File: config.mk
export PLATFORM = sky130hd
export DESIGN_NAME = reg_file_cmd_ctrl
export DESIGN_NICKNAME = d
export VERILOG_FILES = /design/src/rtl/sys_pkg.sv /design/src/rtl/reg_file_cmd_ctrl_frame_timer.sv /design/src/rtl/reg_file_cmd_ctrl.sv
export SDC_FILE = /design/constraint.sdc
export NUM_CORES = 1
export LEC_CHECK = 0
export CAP_MARGIN = 10
export CORE_MARGIN = 4
export CORE_UTILIZATION = 50
export DETAILED_ROUTE_END_ITERATION = 8
export HOLD_SLACK_MARGIN = 0.02
export MAX_ROUTING_LAYER = met4
export PLACE_DENSITY = 0.8
export SETUP_SLACK_MARGIN = 0.4
export SYNTH_ARGS = -nofsm -noshare
export SYNTH_HDL_FRONTEND = slang
export SYNTH_SLANG_ARGS = --single-unit
File: constraint.sdc
create_clock -name clk -period 5.28 [get_ports clk]
set_input_delay 1.32 -clock clk [delete_from_list [all_inputs] [get_ports clk]]
set_output_delay 1.32 -clock clk [all_outputs]
set_load 0.02 [all_outputs]
File: src/rtl/sys_pkg.sv
// Shared definitions for the reg_file command front-end:
// frame opcodes, controller state encoding and address range helper.
package sys_pkg;

  localparam logic [7:0] CMD_WR = 8'hAA;
  localparam logic [7:0] CMD_RD = 8'hBB;

  typedef enum logic [2:0] {
    IDLE,
    WR_ADDR,
    WR_DATA,
    WR_PULSE,
    RD_ADDR,
    RD_PULSE,
    RD_WAIT,
    TX_SEND
  } ctrl_state_t;

  // True when no bit at or above position aw is set in the address byte.
  function automatic logic addr_fits(
    input logic [7:0]  b,
    input int unsigned aw
  );
    logic [7:0] m;
    m = 8'hFF << aw;
    return (b & m) == 8'h00;
  endfunction

endpackage

File: src/rtl/reg_file_cmd_ctrl_frame_timer.sv
// Inter-byte watchdog: loadable down-counter that flags expiry when it
// sits at zero while enabled and no reload arrives.
module frame_timer #(
  parameter int unsigned TIMEOUT = 1024
) (
  input  logic clk,
  input  logic rst,
  input  logic load_i,
  input  logic clr_i,
  input  logic en_i,
  output logic expire_o
);

  localparam int unsigned CW = (TIMEOUT > 1) ? $clog2(TIMEOUT) : 1;
  localparam logic [CW-1:0] LOAD_VAL = CW'(TIMEOUT - 1);
  localparam logic [CW-1:0] ONE = CW'(1);

  logic [CW-1:0] cnt_q;
  logic [CW-1:0] cnt_d;

  // Reload wins over clear so a byte arriving in IDLE arms the timer.
  always_comb begin
    cnt_d = cnt_q;
    if (load_i) begin
      cnt_d = LOAD_VAL;
    end else if (clr_i) begin
      cnt_d = '0;
    end else if (en_i && (cnt_q != '0)) begin
      cnt_d = cnt_q - ONE;
    end
  end

  always_ff @(posedge clk or posedge rst) begin
    if (rst) begin
      cnt_q <= '0;
    end else begin
      cnt_q <= cnt_d;
    end
  end

  assign expire_o = en_i & ~load_i & (cnt_q == '0);

endmodule

File: src/rtl/reg_file_cmd_ctrl.sv
// Byte-stream command decoder in front of reg_file: write/read frames in,
// register strobes out, read data returned LSB byte first over valid/ready.
module reg_file_cmd_ctrl
  import sys_pkg::*;
#(
  parameter int unsigned WIDTH   = 16,
  parameter int unsigned LINES   = 8,
  parameter int unsigned TIMEOUT = 1024,
  localparam int unsigned NB     = WIDTH / 8,
  localparam int unsigned AW     = $clog2(LINES)
) (
  input  logic             clk,
  input  logic             rst,
  input  logic [7:0]       rx_data,
  input  logic             rx_valid,
  output logic [7:0]       tx_data,
  output logic             tx_valid,
  input  logic             tx_ready,
  output logic [AW-1:0]    addr,
  output logic [WIDTH-1:0] wr_data,
  output logic             wr_en,
  output logic             rd_en,
  input  logic [WIDTH-1:0] rd_data,
  output logic             busy,
  output logic             cmd_err
);

  localparam int unsigned KW = (NB > 1) ? $clog2(NB) : 1;
  localparam logic [KW-1:0] KLAST = KW'(NB - 1);
  localparam logic [KW-1:0] KONE  = KW'(1);

  ctrl_state_t           state_q, state_d;
  logic [AW-1:0]         addr_q, addr_d;
  logic [NB-1:0][7:0]    wr_data_q, wr_data_d;
  logic [NB-1:0][7:0]    cap_q, cap_d;
  logic [KW-1:0]         k_q, k_d;
  logic                  err_q, err_d;

  logic tmr_load;
  logic tmr_en;
  logic tmr_expire;

  assign tmr_en = (state_q == WR_ADDR) ||
                  (state_q == WR_DATA) ||
                  (state_q == RD_ADDR);

  assign tmr_load = rx_valid && (tmr_en || (state_q == IDLE));

  frame_timer #(
    .TIMEOUT (TIMEOUT)
  ) u_timer (
    .clk      (clk),
    .rst      (rst),
    .load_i   (tmr_load),
    .clr_i    (~tmr_en),
    .en_i     (tmr_en),
    .expire_o (tmr_expire)
  );

  always_comb begin
    state_d   = state_q;
    addr_d    = addr_q;
    wr_data_d = wr_data_q;
    cap_d     = cap_q;
    k_d       = k_q;
    err_d     = 1'b0;

    unique case (state_q)
      IDLE: begin
        k_d = '0;
        if (rx_valid) begin
          if (rx_data == CMD_WR) begin
            state_d = WR_ADDR;
          end else if (rx_data == CMD_RD) begin
            state_d = RD_ADDR;
          end else begin
            err_d = 1'b1;
          end
        end
      end

      WR_ADDR, RD_ADDR: begin
        if (rx_valid) begin
          if (addr_fits(rx_data, AW)) begin
            addr_d  = rx_data[AW-1:0];
            k_d     = '0;
            state_d = (state_q == WR_ADDR) ? WR_DATA : RD_PULSE;
          end else begin
            err_d   = 1'b1;
            state_d = IDLE;
          end
        end else if (tmr_expire) begin
          err_d   = 1'b1;
          state_d = IDLE;
        end
      end

      WR_DATA: begin
        if (rx_valid) begin
          wr_data_d[k_q] = rx_data;
          if (k_q == KLAST) begin
            k_d     = '0;
            state_d = WR_PULSE;
          end else begin
            k_d = k_q + KONE;
          end
        end else if (tmr_expire) begin
          err_d   = 1'b1;
          state_d = IDLE;
        end
      end

      WR_PULSE: begin
        err_d   = rx_valid;
        state_d = IDLE;
      end

      RD_PULSE: begin
        err_d   = rx_valid;
        state_d = RD_WAIT;
      end

      // rd_data is registered in reg_file, so it lands one cycle after rd_en.
      RD_WAIT: begin
        err_d   = rx_valid;
        cap_d   = rd_data;
        k_d     = '0;
        state_d = TX_SEND;
      end

      TX_SEND: begin
        err_d = rx_valid;
        if (tx_ready) begin
          if (k_q == KLAST) begin
            k_d     = '0;
            state_d = IDLE;
          end else begin
            k_d = k_q + KONE;
          end
        end
      end

      default: begin
        state_d = IDLE;
      end
    endcase
  end

  always_ff @(posedge clk or posedge rst) begin
    if (rst) begin
      state_q   <= IDLE;
      addr_q    <= '0;
      wr_data_q <= '0;
      cap_q     <= '0;
      k_q       <= '0;
      err_q     <= 1'b0;
    end else begin
      state_q   <= state_d;
      addr_q    <= addr_d;
      wr_data_q <= wr_data_d;
      cap_q     <= cap_d;
      k_q       <= k_d;
      err_q     <= err_d;
    end
  end

  assign addr     = addr_q;
  assign wr_data  = wr_data_q;
  assign wr_en    = (state_q == WR_PULSE);
  assign rd_en    = (state_q == RD_PULSE);
  assign busy     = (state_q != IDLE);
  assign cmd_err  = err_q;
  assign tx_valid = (state_q == TX_SEND);
  assign tx_data  = tx_valid ? cap_q[k_q] : 8'h00;

endmodule

==> impl_summary.txt <==
----------------------------------------------------
[Outcome]
  Run status ... completed

[Worst setup path]
  Cell depth of the worst setup path ... 5
  Cell type with the highest occurrence count on the critical path ... nand2_1
  Sort of element at the start of the critical path ... register
  Number of buffer and inverter stages on the critical path ... 2
  Endpoint type of the worst setup path ... primary output
  Maximum net fanout on the critical path ... 16
  Ordered list of cells on the worst path ... nand2_1, inv_1, nand2_1, nor2_1, clkdlybuf4s50_1
  Delay-heaviest family, CP ... buffers and inverters
  WP data required ... 3.96 ns
  Crit Path Category ... register to primary output
  Crit path arrival time ... 2.31 ns
  Number of cells on the worst reg-to-reg path ... 4
  Worst path max stage delay ... 0.65 ns
  Slowest cell on the critical path ... dfrtp_1

[CTS]
  TritonCTS clock tree ... yes
  Number of sinks driven by the clock tree ... 50
  Post-CTS resize count ... 0
  CTS H-tree lvls ... 2
  Reg clk slew, reported paths ... 0.09 ns
  Number of hold-repair buffers added at the cts stage ... 0
  Clock buffer count from CTS ... 5
  Number of buffers inserted by post-CTS setup repair ... 0
  Clock latency on the worst-skew pair ... 0.30 ns
  Library cell used as clock root buffer ... clkbuf_8
  Clock tree buffer depth ... 2

[Global route]
  Global-route wire length before repair ... 9160 microns
  GRT overflow ... 0
  Antenna violations before repair ... 0
  Number of global-route vias before repair ... 1931
  Largest net degree at the start of global routing ... 51
  Global-route usage over all layers ... 0.190

[Timing]
  Fmax achieved ... 276 MHz
  Portion of the clock cycle consumed by the worst path in the final layout ... 0.687
  Setup TNS after final layout ... 0 ns
  Unrepaired setup endpoints after global routing ... false
  Final Slew Violations ... 0
  Post-route minimum period ... 3.63 ns
  Worst relative slew slack ... 0.322
  Final setup violation count ... 0
  Actual slew at the worst max-slew pin ... 1.01 ns
  Number of hold violations in the final report ... 0
  Setup skew after layout ... 0.00666 ns

[Routing]
  Mean number of vias per cell ... 5.48
  First-pass iteration count of the detailed router ... 4
  Average wire per cell in the routed design ... 15.5 microns
  Via count ... 1934
  Iter 0 DRT Violations ... 140
  Antenna viol nets, final ... 0
  DRC violation count after routing ... 0
  Total detailed-routing wirelength ... 5480 microns

[Synth]
  #FFs+latches synth ... 50
  Net count after synthesis ... 258
  Sequential area share after synthesis ... 0.494
  Number of distinct library cells after synthesis ... 49
  Post-synth EDFFs ... 0
  Post-synth top area cell ... dfrtp_1
  Post-Synthesis Cells ... 228
  Mapped Avg Cell Area ... 11.1 sq um
  Synth async-reset ratio ... 1.00
  Top cells by area in the synthesized netlist ... dfrtp_1 49%, mux2_2 16%, mux2i_1 3.6%
  Yosys top cell area share ... 0.494
  Syn. warnings ... 0
  Ys flop type ... dfrtp_1
  Netlist area before placement ... 2530 sq um

[Placement]
  Post-detailed-placement half-perimeter wirelength ... 3950 microns
  DP Area ... 3170 sq um
  # port buffers ... 59
  Final GP Congestion ... 0.874

[Final layout]
  Area overhead of the layout relative to synthesis ... 28.8%
  Final #Nets ... 315
  Layout cells sized above 1 ... 0.182
  Final instance area ... 3260 sq um
  Ant. Diodes ... 0

[Die]
  Die width ... 79.2 microns
  Number of placement rows ... 25
  Area of the core ... 4820 sq um
  Die Area ... 6270 sq um
  Chip Height ... 79.2 microns
  Number of top-level pins ... 60
  Starting density of the core ... 0.526

[Power]
  Peak ir drop on the vdd network ... 237 uV
  Leak pwr ... 0.00136 uW
  Power per cell area ... 517 nW/um^2

[Min path]
  Type of the worst min-delay path ... register to register
  Worst hold stages ... 1

[Job]
  Number of maximum-capacitance violations ... 0

----------------------------------------------------
synthesized netlist by cell type (all sizes together), types with 2 or more instances:
library cell,number
a21oi,12
or4,2
and3b,2
dfrtp,50
nand2,8
o21ai,5
nor3b,2
nor2,19
xor2,5
a31oi,3
nand2b,4
xnor2,2
nand4,4
mux2,36
buf,4
o31ai,3
o211ai,2
nor3,8
mux2i,9
and3,2
nand3,6
clkbuf,5
nor2b,2
ha,2
inv,11
routing by layer:
layer | GRT usage | part of all wire | up-vias
met3 | 0.0306 | 0.046 | 5
met2 | 0.305 | 0.50 | 46
met5 | - | 0 | -
met1 | 0.245 | 0.44 | 946
li1 | - | - | 937
met4 | 0.0670 | 0.012 | 0
layout by cell type, fill, tap and decap left out, types with 2 or more instances in the layout:
cell             Yosys  final
dfrtp_1             50     50
mux2_2              36     36
clkdlybuf4s50_1      0     59
mux2i_1              9      9
a31oi_1              3      3
o31ai_1              2      2
xnor2_1              2      2
nand2_1              8      8
ha_1                 2      2
xor2_1               5      5
nor2_1              18     18
and3b_1              2      2
nand3_1              6      6
inv_1               11     10
nor3b_1              2      2
and3_1               2      2
nor3_1               7      7
o21ai_0              5      5
or4_4                2      2
nand2b_1             4      4
nand4_1              4      4
clkbuf_8             0      6
a21oi_1             12     12
o211ai_1             2      2
nor2b_1              2      2
sequential cells by signal, indices dropped and copies added, names as in the netlist:
signal	flops
cap_q	16
wr_data	16
state_q	3
addr	3
cmd_err	1
k_q	1
u_timer.cnt_q	10
power by group:
group          switching [uW]  internal (uW)  total, uW
combinational             348            396        744
sequential                155            564        718
clock                     120            106        226
cells by family (layout without fill, tap and decap cells):
kind of cell	after synthesis	count (layout)	share of synthesized area
flip-flops	50	50	0.494
AO/OA/AOI/OAI	37	37	0.0992
buffers and inverters	20	78	0.0306
XOR/XNOR	7	7	0.0242
AND/OR/NAND/NOR	67	67	0.147
adder cells (fa/ha/maj)	2	2	0.00987
multiplexers	45	45	0.195
path summary, 6_finish.rpt:
check,start,slack (ns),endpoint
max in group asynchronous,rst,3.08,cmd_err
min in group asynchronous,rst,1.58,cap_q[5]
setup / recovery,state_q[2],1.65,tx_data[6]
hold reg to reg,wr_data[10],0.51,wr_data[10]
setup reg to reg,state_q[2],3.03,state_q[2]
hold / removal,wr_data[10],0.51,wr_data[10]
layout make-up:
| cell class | count | area, sq um |
|---|---|---|
| Fill cell | 398 | 1550 |
| Timing Repair Buffer | 59 | 591 |
| Multi-Input combinational cell | 158 | 1210 |
| Clock inverter | 1 | 5.00 |
| Inverter | 11 | 41.3 |
| Tap cell | 67 | 83.8 |
| Sequential cell | 50 | 1250 |
| Clock buffer | 7 | 86.3 |
per-stage QoR:
step | setup WS [ns] | util | hold WS (ns) | cells | total power, uW
after floorplan | 2.57 | - | 0.479 | 228 | 1200
after global placement | 2.00 | 0.659 | 0.488 | 345 | 1450
after detailed placement | 2.02 | 0.659 | 0.492 | 345 | 1470
after CTS | 1.66 | 0.678 | 0.513 | 353 | 1710
after global routing | 1.47 | 0.678 | 0.527 | 353 | 1810
final | 1.65 | 0.678 | 0.509 | 353 | 1690
(Power assumes the default switching activity.)
